[config.mk]
export PLATFORM = sky130hd
export DESIGN_NAME = hwpf_stride_train
export DESIGN_NICKNAME = d
export VERILOG_FILES = /design/src/rtl/hwpf_stride_train.sv
export SDC_FILE = /design/constraint.sdc
export NUM_CORES = 1
export LEC_CHECK = 0
export ABC_AREA = 1
export BUFFER_PORTS_ARGS = -buffer_cell sky130_fd_sc_hd__buf_4
export CORE_MARGIN = 3
export CORE_UTILIZATION = 40
export CTS_BUF_LIST = sky130_fd_sc_hd__clkbuf_4
export CTS_CLUSTER_DIAMETER = 40
export DETAILED_ROUTE_END_ITERATION = 10
export SLEW_MARGIN = 20
export SYNTH_ARGS = -nofsm -noshare
export SYNTH_HDL_FRONTEND = slang
export SYNTH_SLANG_ARGS = --single-unit
[constraint.sdc]
create_clock -name clk_i -period 6.3 [get_ports clk_i]
set_clock_uncertainty 0.2 [all_clocks]
set_input_delay 0 -clock clk_i [delete_from_list [all_inputs] [get_ports clk_i]]
set_output_delay 0 -clock clk_i [all_outputs]
set_load 0.005 [all_outputs]
[src/rtl/hwpf_stride_train.sv]
// Self-training stride prefetcher: learns a signed cacheline stride from snooped demand accesses
// and issues throttled prefetch bursts. Define HWPF_STRIDE_PAGE_BOUND_EN to stop bursts at the trigger's page.
module hwpf_stride_train #(
    parameter int NLINE_WIDTH     = 26,
    parameter int STRIDE_WIDTH    = 12,
    parameter int DEPTH_WIDTH     = 4,
    parameter int CONF_WIDTH      = 3,
    parameter int INFLIGHT_WIDTH  = 4,
    parameter int PAGE_NLINE_BITS = 6
) (
    input  logic                           clk_i,
    input  logic                           rst_ni,
    input  logic                           enable_i,
    input  logic [CONF_WIDTH-1:0]          cfg_conf_i,
    input  logic [DEPTH_WIDTH-1:0]         cfg_depth_i,
    input  logic [INFLIGHT_WIDTH-1:0]      cfg_max_inflight_i,
    input  logic                           snoop_valid_i,
    input  logic [NLINE_WIDTH-1:0]         snoop_nline_i,
    output logic                           req_valid_o,
    input  logic                           req_ready_i,
    output logic [NLINE_WIDTH-1:0]         req_nline_o,
    input  logic                           rsp_valid_i,
    output logic                           busy_o,
    output logic signed [STRIDE_WIDTH-1:0] stride_o,
    output logic [CONF_WIDTH-1:0]          conf_o
);

    localparam logic [1:0] IDLE  = 2'd0;
    localparam logic [1:0] TRAIN = 2'd1;
    localparam logic [1:0] ISSUE = 2'd2;
    localparam logic [1:0] DRAIN = 2'd3;

    localparam int PW = NLINE_WIDTH - PAGE_NLINE_BITS;
    localparam logic [CONF_WIDTH-1:0]     CONF_MAX = '1;
    localparam logic [INFLIGHT_WIDTH-1:0] INFL_MAX = '1;

`ifdef HWPF_STRIDE_PAGE_BOUND_EN
    localparam bit PAGE_BOUND_EN = 1'b1;
`else
    localparam bit PAGE_BOUND_EN = 1'b0;
`endif

    function automatic logic [NLINE_WIDTH-1:0] sext_stride(input logic signed [STRIDE_WIDTH-1:0] s);
        return {{(NLINE_WIDTH-STRIDE_WIDTH){s[STRIDE_WIDTH-1]}}, s};
    endfunction

    // The wrapped difference fits the stride when its upper bits are a pure sign extension.
    function automatic logic fits_stride(input logic [NLINE_WIDTH-STRIDE_WIDTH:0] hi);
        return (&hi) || !(|hi);
    endfunction

    logic [1:0]                     state, state_n;
    logic                           hist_valid, hist_valid_n;
    logic [NLINE_WIDTH-1:0]         last, last_n;
    logic signed [STRIDE_WIDTH-1:0] stride, stride_n;
    logic [CONF_WIDTH-1:0]          conf, conf_n;
    logic [NLINE_WIDTH-1:0]         next_nline, next_nline_n;
    logic [DEPTH_WIDTH-1:0]         remain, remain_n;
    logic [INFLIGHT_WIDTH-1:0]      inflight, inflight_n;
    logic                           abort_pend, abort_pend_n;
    logic [PW-1:0]                  trig_page, trig_page_n;

    logic                           train_upd, delta_fits, delta_match, mismatch;
    logic [NLINE_WIDTH-1:0]         diff;
    logic signed [STRIDE_WIDTH-1:0] delta, stride_upd;
    logic [CONF_WIDTH-1:0]          conf_upd, conf_thr;
    logic                           inflight_ok, page_ok, hs, abort;

    assign train_upd   = snoop_valid_i && (state == TRAIN || state == ISSUE);
    assign diff        = snoop_nline_i - last;
    assign delta       = diff[STRIDE_WIDTH-1:0];
    assign delta_fits  = fits_stride(diff[NLINE_WIDTH-1:STRIDE_WIDTH-1]);
    assign delta_match = hist_valid && delta_fits && (delta != '0) && (delta == stride);
    assign mismatch    = train_upd && hist_valid && !delta_match;
    assign stride_upd  = delta_fits ? delta : '0;
    assign conf_upd    = !delta_match ? '0 : (conf == CONF_MAX) ? conf : conf + CONF_WIDTH'(1);
    assign conf_thr    = (cfg_conf_i == '0) ? CONF_WIDTH'(1) : cfg_conf_i;

    assign inflight_ok = (cfg_max_inflight_i == '0) || (inflight < cfg_max_inflight_i);
    assign page_ok     = !PAGE_BOUND_EN || (next_nline[NLINE_WIDTH-1:PAGE_NLINE_BITS] == trig_page);
    assign req_valid_o = (state == ISSUE) && inflight_ok && page_ok;
    assign hs          = req_valid_o && req_ready_i;
    assign abort       = abort_pend || mismatch;

    assign req_nline_o = next_nline;
    assign busy_o      = (state == ISSUE) || (state == DRAIN);
    assign stride_o    = stride;
    assign conf_o      = conf;

    always_comb begin
        inflight_n = inflight;
        if (hs && !rsp_valid_i) begin
            if (inflight != INFL_MAX) inflight_n = inflight + INFLIGHT_WIDTH'(1);
        end else if (!hs && rsp_valid_i) begin
            if (inflight != '0) inflight_n = inflight - INFLIGHT_WIDTH'(1);
        end
    end

    always_comb begin
        state_n      = state;
        hist_valid_n = hist_valid;
        last_n       = last;
        stride_n     = stride;
        conf_n       = conf;
        next_nline_n = next_nline;
        remain_n     = remain;
        abort_pend_n = abort_pend;
        trig_page_n  = trig_page;

        if (train_upd) begin
            last_n = snoop_nline_i;
            if (!hist_valid) begin
                hist_valid_n = 1'b1;
            end else begin
                stride_n = stride_upd;
                conf_n   = conf_upd;
            end
        end

        case (state)
            IDLE: begin
                if (enable_i) begin
                    state_n      = TRAIN;
                    hist_valid_n = 1'b0;
                    conf_n       = '0;
                    stride_n     = '0;
                    abort_pend_n = 1'b0;
                end
            end
            TRAIN: begin
                if (!enable_i) begin
                    state_n = DRAIN;
                end else if (train_upd && delta_match && (conf_upd >= conf_thr) && (cfg_depth_i != '0)) begin
                    state_n      = ISSUE;
                    next_nline_n = snoop_nline_i + sext_stride(stride);
                    remain_n     = cfg_depth_i;
                    abort_pend_n = 1'b0;
                    trig_page_n  = snoop_nline_i[NLINE_WIDTH-1:PAGE_NLINE_BITS];
                end
            end
            ISSUE: begin
                // A handshake always advances with the stride the burst was started with.
                if (hs) begin
                    next_nline_n = next_nline + sext_stride(stride);
                    remain_n     = remain - DEPTH_WIDTH'(1);
                end
                if (!enable_i) begin
                    if (!req_valid_o || hs) begin
                        state_n      = DRAIN;
                        abort_pend_n = 1'b0;
                    end
                end else if (abort) begin
                    if (!req_valid_o || hs) begin
                        state_n      = TRAIN;
                        abort_pend_n = 1'b0;
                    end else begin
                        abort_pend_n = 1'b1;
                    end
                end else if ((hs && remain == DEPTH_WIDTH'(1)) || !page_ok) begin
                    state_n = TRAIN;
                    conf_n  = '0;
                end
            end
            default: begin
                if (inflight_n == '0) state_n = IDLE;
            end
        endcase
    end

    always_ff @(posedge clk_i or negedge rst_ni) begin
        if (!rst_ni) begin
            state      <= IDLE;
            hist_valid <= 1'b0;
            last       <= '0;
            stride     <= '0;
            conf       <= '0;
            next_nline <= '0;
            remain     <= '0;
            inflight   <= '0;
            abort_pend <= 1'b0;
            trig_page  <= '0;
        end else begin
            state      <= state_n;
            hist_valid <= hist_valid_n;
            last       <= last_n;
            stride     <= stride_n;
            conf       <= conf_n;
            next_nline <= next_nline_n;
            remain     <= remain_n;
            inflight   <= inflight_n;
            abort_pend <= abort_pend_n;
            trig_page  <= trig_page_n;
        end
    end

endmodule

==> results.txt <==
----------------------------------------------------
[Cells and area]
  Reg area ... 1980 sq um
  FILL cells ... 1,964
  Share of final-layout standard cells stronger than drive strength 1 ... 0.116
  Fin nets ... 1,436
  Footprint of the multi-input gates ... 4940 sq um
  Layout Area Growth over Synthesis ... 19.5%

[Routing]
  Routed via count ... 7,940
  Routed via count divided by cell count ... 4.99
  Total wire length ... 23.0 mm
  Pre-antenna DRT Iters ... 5
  Detailed router's first-iteration violation count ... 525
  Number of nets with antenna violations after detailed routing ... 0
  DRC errors left ... 0
  Routed WL per cell ... 14.5 um

[Critical path]
  Sort of element at the end of the critical path ... flop
  Crit path DAT ... 4.92 ns
  Reg-to-reg setup timing slack ... 1.55 ns
  CP startpoint kind ... flop
  CP required ... 6.47 ns
  Type of the worst setup path ... flop to flop
  Peak fanout along the critical path ... 51

[Synthesis]
  Post-synth top area share ... 0.256
  Largest cells by area after synthesis ... sky130_fd_sc_hd__dfrtp_1, sky130_fd_sc_hd__nand2_1, sky130_fd_sc_hd__ha_1, sky130_fd_sc_hd__inv_1, sky130_fd_sc_hd__o21ai_0
  Seq cells post-synth ... 79
  Yosys top cell by area ... sky130_fd_sc_hd__dfrtp_1
  EDFF count, synth ... 0
  Share of synthesized flip-flops with an asynchronous set or reset ... 1.00
  Yosys cell types ... 43
  Synth warnings ... 0
  Cell area after synthesis ... 7720 sq um
  Sequential cell area fraction in the yosys report ... 0.256
  Flip-flop cell with the highest count after synthesis ... sky130_fd_sc_hd__dfrtp_1
  Per-instance average area after synthesis ... 6.46 sq um
  Synthesized instance count ... 1,196
  Number of nets in the synthesized netlist ... 1,306

[Die]
  Placeable Area ... 18,800 sq um
  Top-Level Pins ... 86
  Area of the die ... 21,000 sq um
  Die span in x ... 145 um
  Total number of placement rows ... 50
  Initial core utilization ... 0.410
  Y dimension of the die ... 145 um

[Timing]
  Final critical-path setup slack ... 1.55 ns
  Period utilization ... 0.754
  Number of hold-slack violations in the final timing report ... 0
  Final-layout worst hold slack ... 0.0662 ns
  Transition time at the pin with the least slew margin ... 0.917 ns
  Final slew viol count ... 0
  Final-report setup violation count ... 0
  RSZ-0062 raised after global routing ... no
  Crit path time final ... 4.75 ns
  Setup TNS ... 0 ns
  Fmax ... 0.210 GHz
  Worst rel slew slack ... 0.389

[Clock network]
  Count of clock tree sinks ... 79
  Total clock buffers created by CTS ... 9
  Max H-tree Level ... 3
  CTS tree ... done
  Clock network latency to the later pin of the worst-skew pair ... 0.45 ns
  Clock buffer depth ... 2
  Clock Root Buffer ... sky130_fd_sc_hd__clkbuf_4
  CTS clock-pin slew for the worst setup and hold paths ... 0.14 ns

[Global routing]
  Global route total overflow ... 0
  Largest net degree at the start of global routing ... 71
  Global-route wire length before repair ... 38.1 mm
  Vias in the first global route ... 7,513
  Tot GR Track Use ... 0.219
  Antenna violations before repair ... 1

[Placed design]
  Final weighted congestion in routability-driven placement ... 0.972
  Count of input and output buffers ... 85
  Setup Slack @ Placement ... 1.53 ns
  Placed wire-length estimate ... 18.0 mm

[Pwr]
  Leakage ... 4.86 nW
  Power per standard cell area ... 415 nW/um^2
  Highest ir drop seen on vdd ... 193 uV

[Flow run]
  Max Cap Violations ... 0

[Hold path]
  Min-delay worst type ... input pin to flop

[Status]
  Run status ... complete, no violations

----------------------------------------------------
[metal layers]
layer / share of wire / vias up / track usage
li1: - / 4113 / -
met5: 0 / - / 0
met1: 0.49 / 3605 / 0.313
met3: 0.038 / 38 / 0.0240
met4: 0.025 / 0 / 0.0717
met2: 0.44 / 184 / 0.349
[sequential cells by signal, indices dropped and copies added (netlist names)]
name and cells:
remain 4, inflight 4, hist_valid 1, abort_pend 1, state 2, stride_o 12, req_nline_o 26, conf_o 3
last 26
[synth_stat cells (9+ instances only)]
master and count:
sky130_fd_sc_hd__nor3_1 13, sky130_fd_sc_hd__nand4_1 16, sky130_fd_sc_hd__clkbuf_1 13, sky130_fd_sc_hd__nand2_2 20
sky130_fd_sc_hd__dfrtp_1 79, sky130_fd_sc_hd__ha_1 65, sky130_fd_sc_hd__nand3_1 75, sky130_fd_sc_hd__o21ai_1 9
sky130_fd_sc_hd__a21oi_1 70, sky130_fd_sc_hd__o21ai_2 15, sky130_fd_sc_hd__nand2_1 372, sky130_fd_sc_hd__o21ai_0 90
sky130_fd_sc_hd__inv_1 182, sky130_fd_sc_hd__xor2_1 27, sky130_fd_sc_hd__xnor2_1 19, sky130_fd_sc_hd__nor2_1 71
[final cells by class]
type | instances | share of cell area
repair buffers | 138 | 0.126
inverters | 186 | 0.0756
clock buffers | 10 | 0.00813
diodes | 1 | 0.000271
multi-input cells | 912 | 0.535
well taps | 260 | 0.0352
flip-flops and latches | 79 | 0.214
clock inverters | 5 | 0.00542
[cell usage in the layout (no fill, tap or decap), types with 6 or more instances in the layout]
cell                            count
sky130_fd_sc_hd__dfrtp_1           79
sky130_fd_sc_hd__nor2_1            71
sky130_fd_sc_hd__o21bai_1           6
sky130_fd_sc_hd__a21oi_1           70
sky130_fd_sc_hd__ha_1              64
sky130_fd_sc_hd__nand2_1          372
sky130_fd_sc_hd__nand2_2           20
sky130_fd_sc_hd__clkbuf_4          10
sky130_fd_sc_hd__xnor2_1           19
sky130_fd_sc_hd__nor3_1            13
sky130_fd_sc_hd__nand3_1           75
sky130_fd_sc_hd__inv_1            182
sky130_fd_sc_hd__buf_4             88
sky130_fd_sc_hd__nand3b_1           6
sky130_fd_sc_hd__o21ai_2           15
sky130_fd_sc_hd__o21ai_1            9
sky130_fd_sc_hd__xor2_1            27
sky130_fd_sc_hd__nand4_1           16
sky130_fd_sc_hd__dlygate4sd3_1     50
sky130_fd_sc_hd__o21ai_0           90
[power breakdown]
part | total [mW] | switching, mW | internal, mW
clock network | 0.307 | 0.187 | 0.120
logic | 2.65 | 1.66 | 0.991
registers | 0.876 | 0.163 | 0.713
total | 3.83 | 2.01 | 1.82
[kinds of logic after synthesis]
family / share of synthesized area
compound gates: 0.152
xor+xnor: 0.0522
fa+ha+maj: 0.110
buf+inv: 0.105
flops: 0.256
mux: 0.00130
simple gates: 0.324
[path summary, 6_finish.rpt]
check,startpoint,endpoint,cells after the start
max in group asynchronous,rst_ni,last[24]$_DFFE_PN0P_,3
min reg2reg,last[12]$_DFFE_PN0P_,last[12]$_DFFE_PN0P_,2
min,cfg_max_inflight_i[1],inflight[0]$_DFF_PN0_,7
max,last[0]$_DFFE_PN0P_,remain[3]$_DFFE_PN0P_,27
max reg2reg,last[0]$_DFFE_PN0P_,remain[3]$_DFFE_PN0P_,27
min in group asynchronous,rst_ni,last[22]$_DFFE_PN0P_,3
[metrics by stage]
step | area, sq um | std cells | utilization | power (mW)
final | 9230 | 1591 | 0.490 | 3.83
after global routing | 9230 | 1591 | 0.490 | 4.29
after CTS | 9230 | 1590 | 0.490 | 3.84
after detailed placement | 8600 | 1525 | 0.457 | 3.42
after global placement | 8600 | 1525 | 0.457 | 3.41
after floorplan | 7720 | 1196 | - | 2.75
[worst max-delay path, cell delays in order, from the launching register on]
cell and delay [ns]:
sky130_fd_sc_hd__dfrtp_1 0.41, sky130_fd_sc_hd__ha_1 0.21, sky130_fd_sc_hd__fa_1 0.40, sky130_fd_sc_hd__inv_1 0.09, sky130_fd_sc_hd__nand3_1 0.08, sky130_fd_sc_hd__nand2_2 0.12
sky130_fd_sc_hd__nand2_1 0.08, sky130_fd_sc_hd__nand2_1 0.09, sky130_fd_sc_hd__nand3_1 0.17, sky130_fd_sc_hd__nand2_2 0.16, sky130_fd_sc_hd__nand2_2 0.08, sky130_fd_sc_hd__nand3_1 0.09
sky130_fd_sc_hd__nand2_1 0.10, sky130_fd_sc_hd__nor2_1 0.12, sky130_fd_sc_hd__nand3_1 0.14, sky130_fd_sc_hd__nand2_2 0.15, sky130_fd_sc_hd__nand2_1 0.14, sky130_fd_sc_hd__nor2_1 0.13
sky130_fd_sc_hd__ha_1 0.24, sky130_fd_sc_hd__a21oi_1 0.16, sky130_fd_sc_hd__nor2_1 0.05, sky130_fd_sc_hd__o21ai_0 0.15, sky130_fd_sc_hd__inv_1 0.07, sky130_fd_sc_hd__nand3_2 0.09
sky130_fd_sc_hd__nand2_2 0.08, sky130_fd_sc_hd__nand3_4 0.43, sky130_fd_sc_hd__inv_2 0.20, sky130_fd_sc_hd__o21ai_0 0.23
[repair_timing]
item | in CTS | in global routing
hold buffers | 50 | 0
gates resized for setup | 0 | 0
setup buffers | 0 | 0
endpoints found under the hold margin | 133 | 0
No activity file was read; power rests on OpenSTA's default activity.
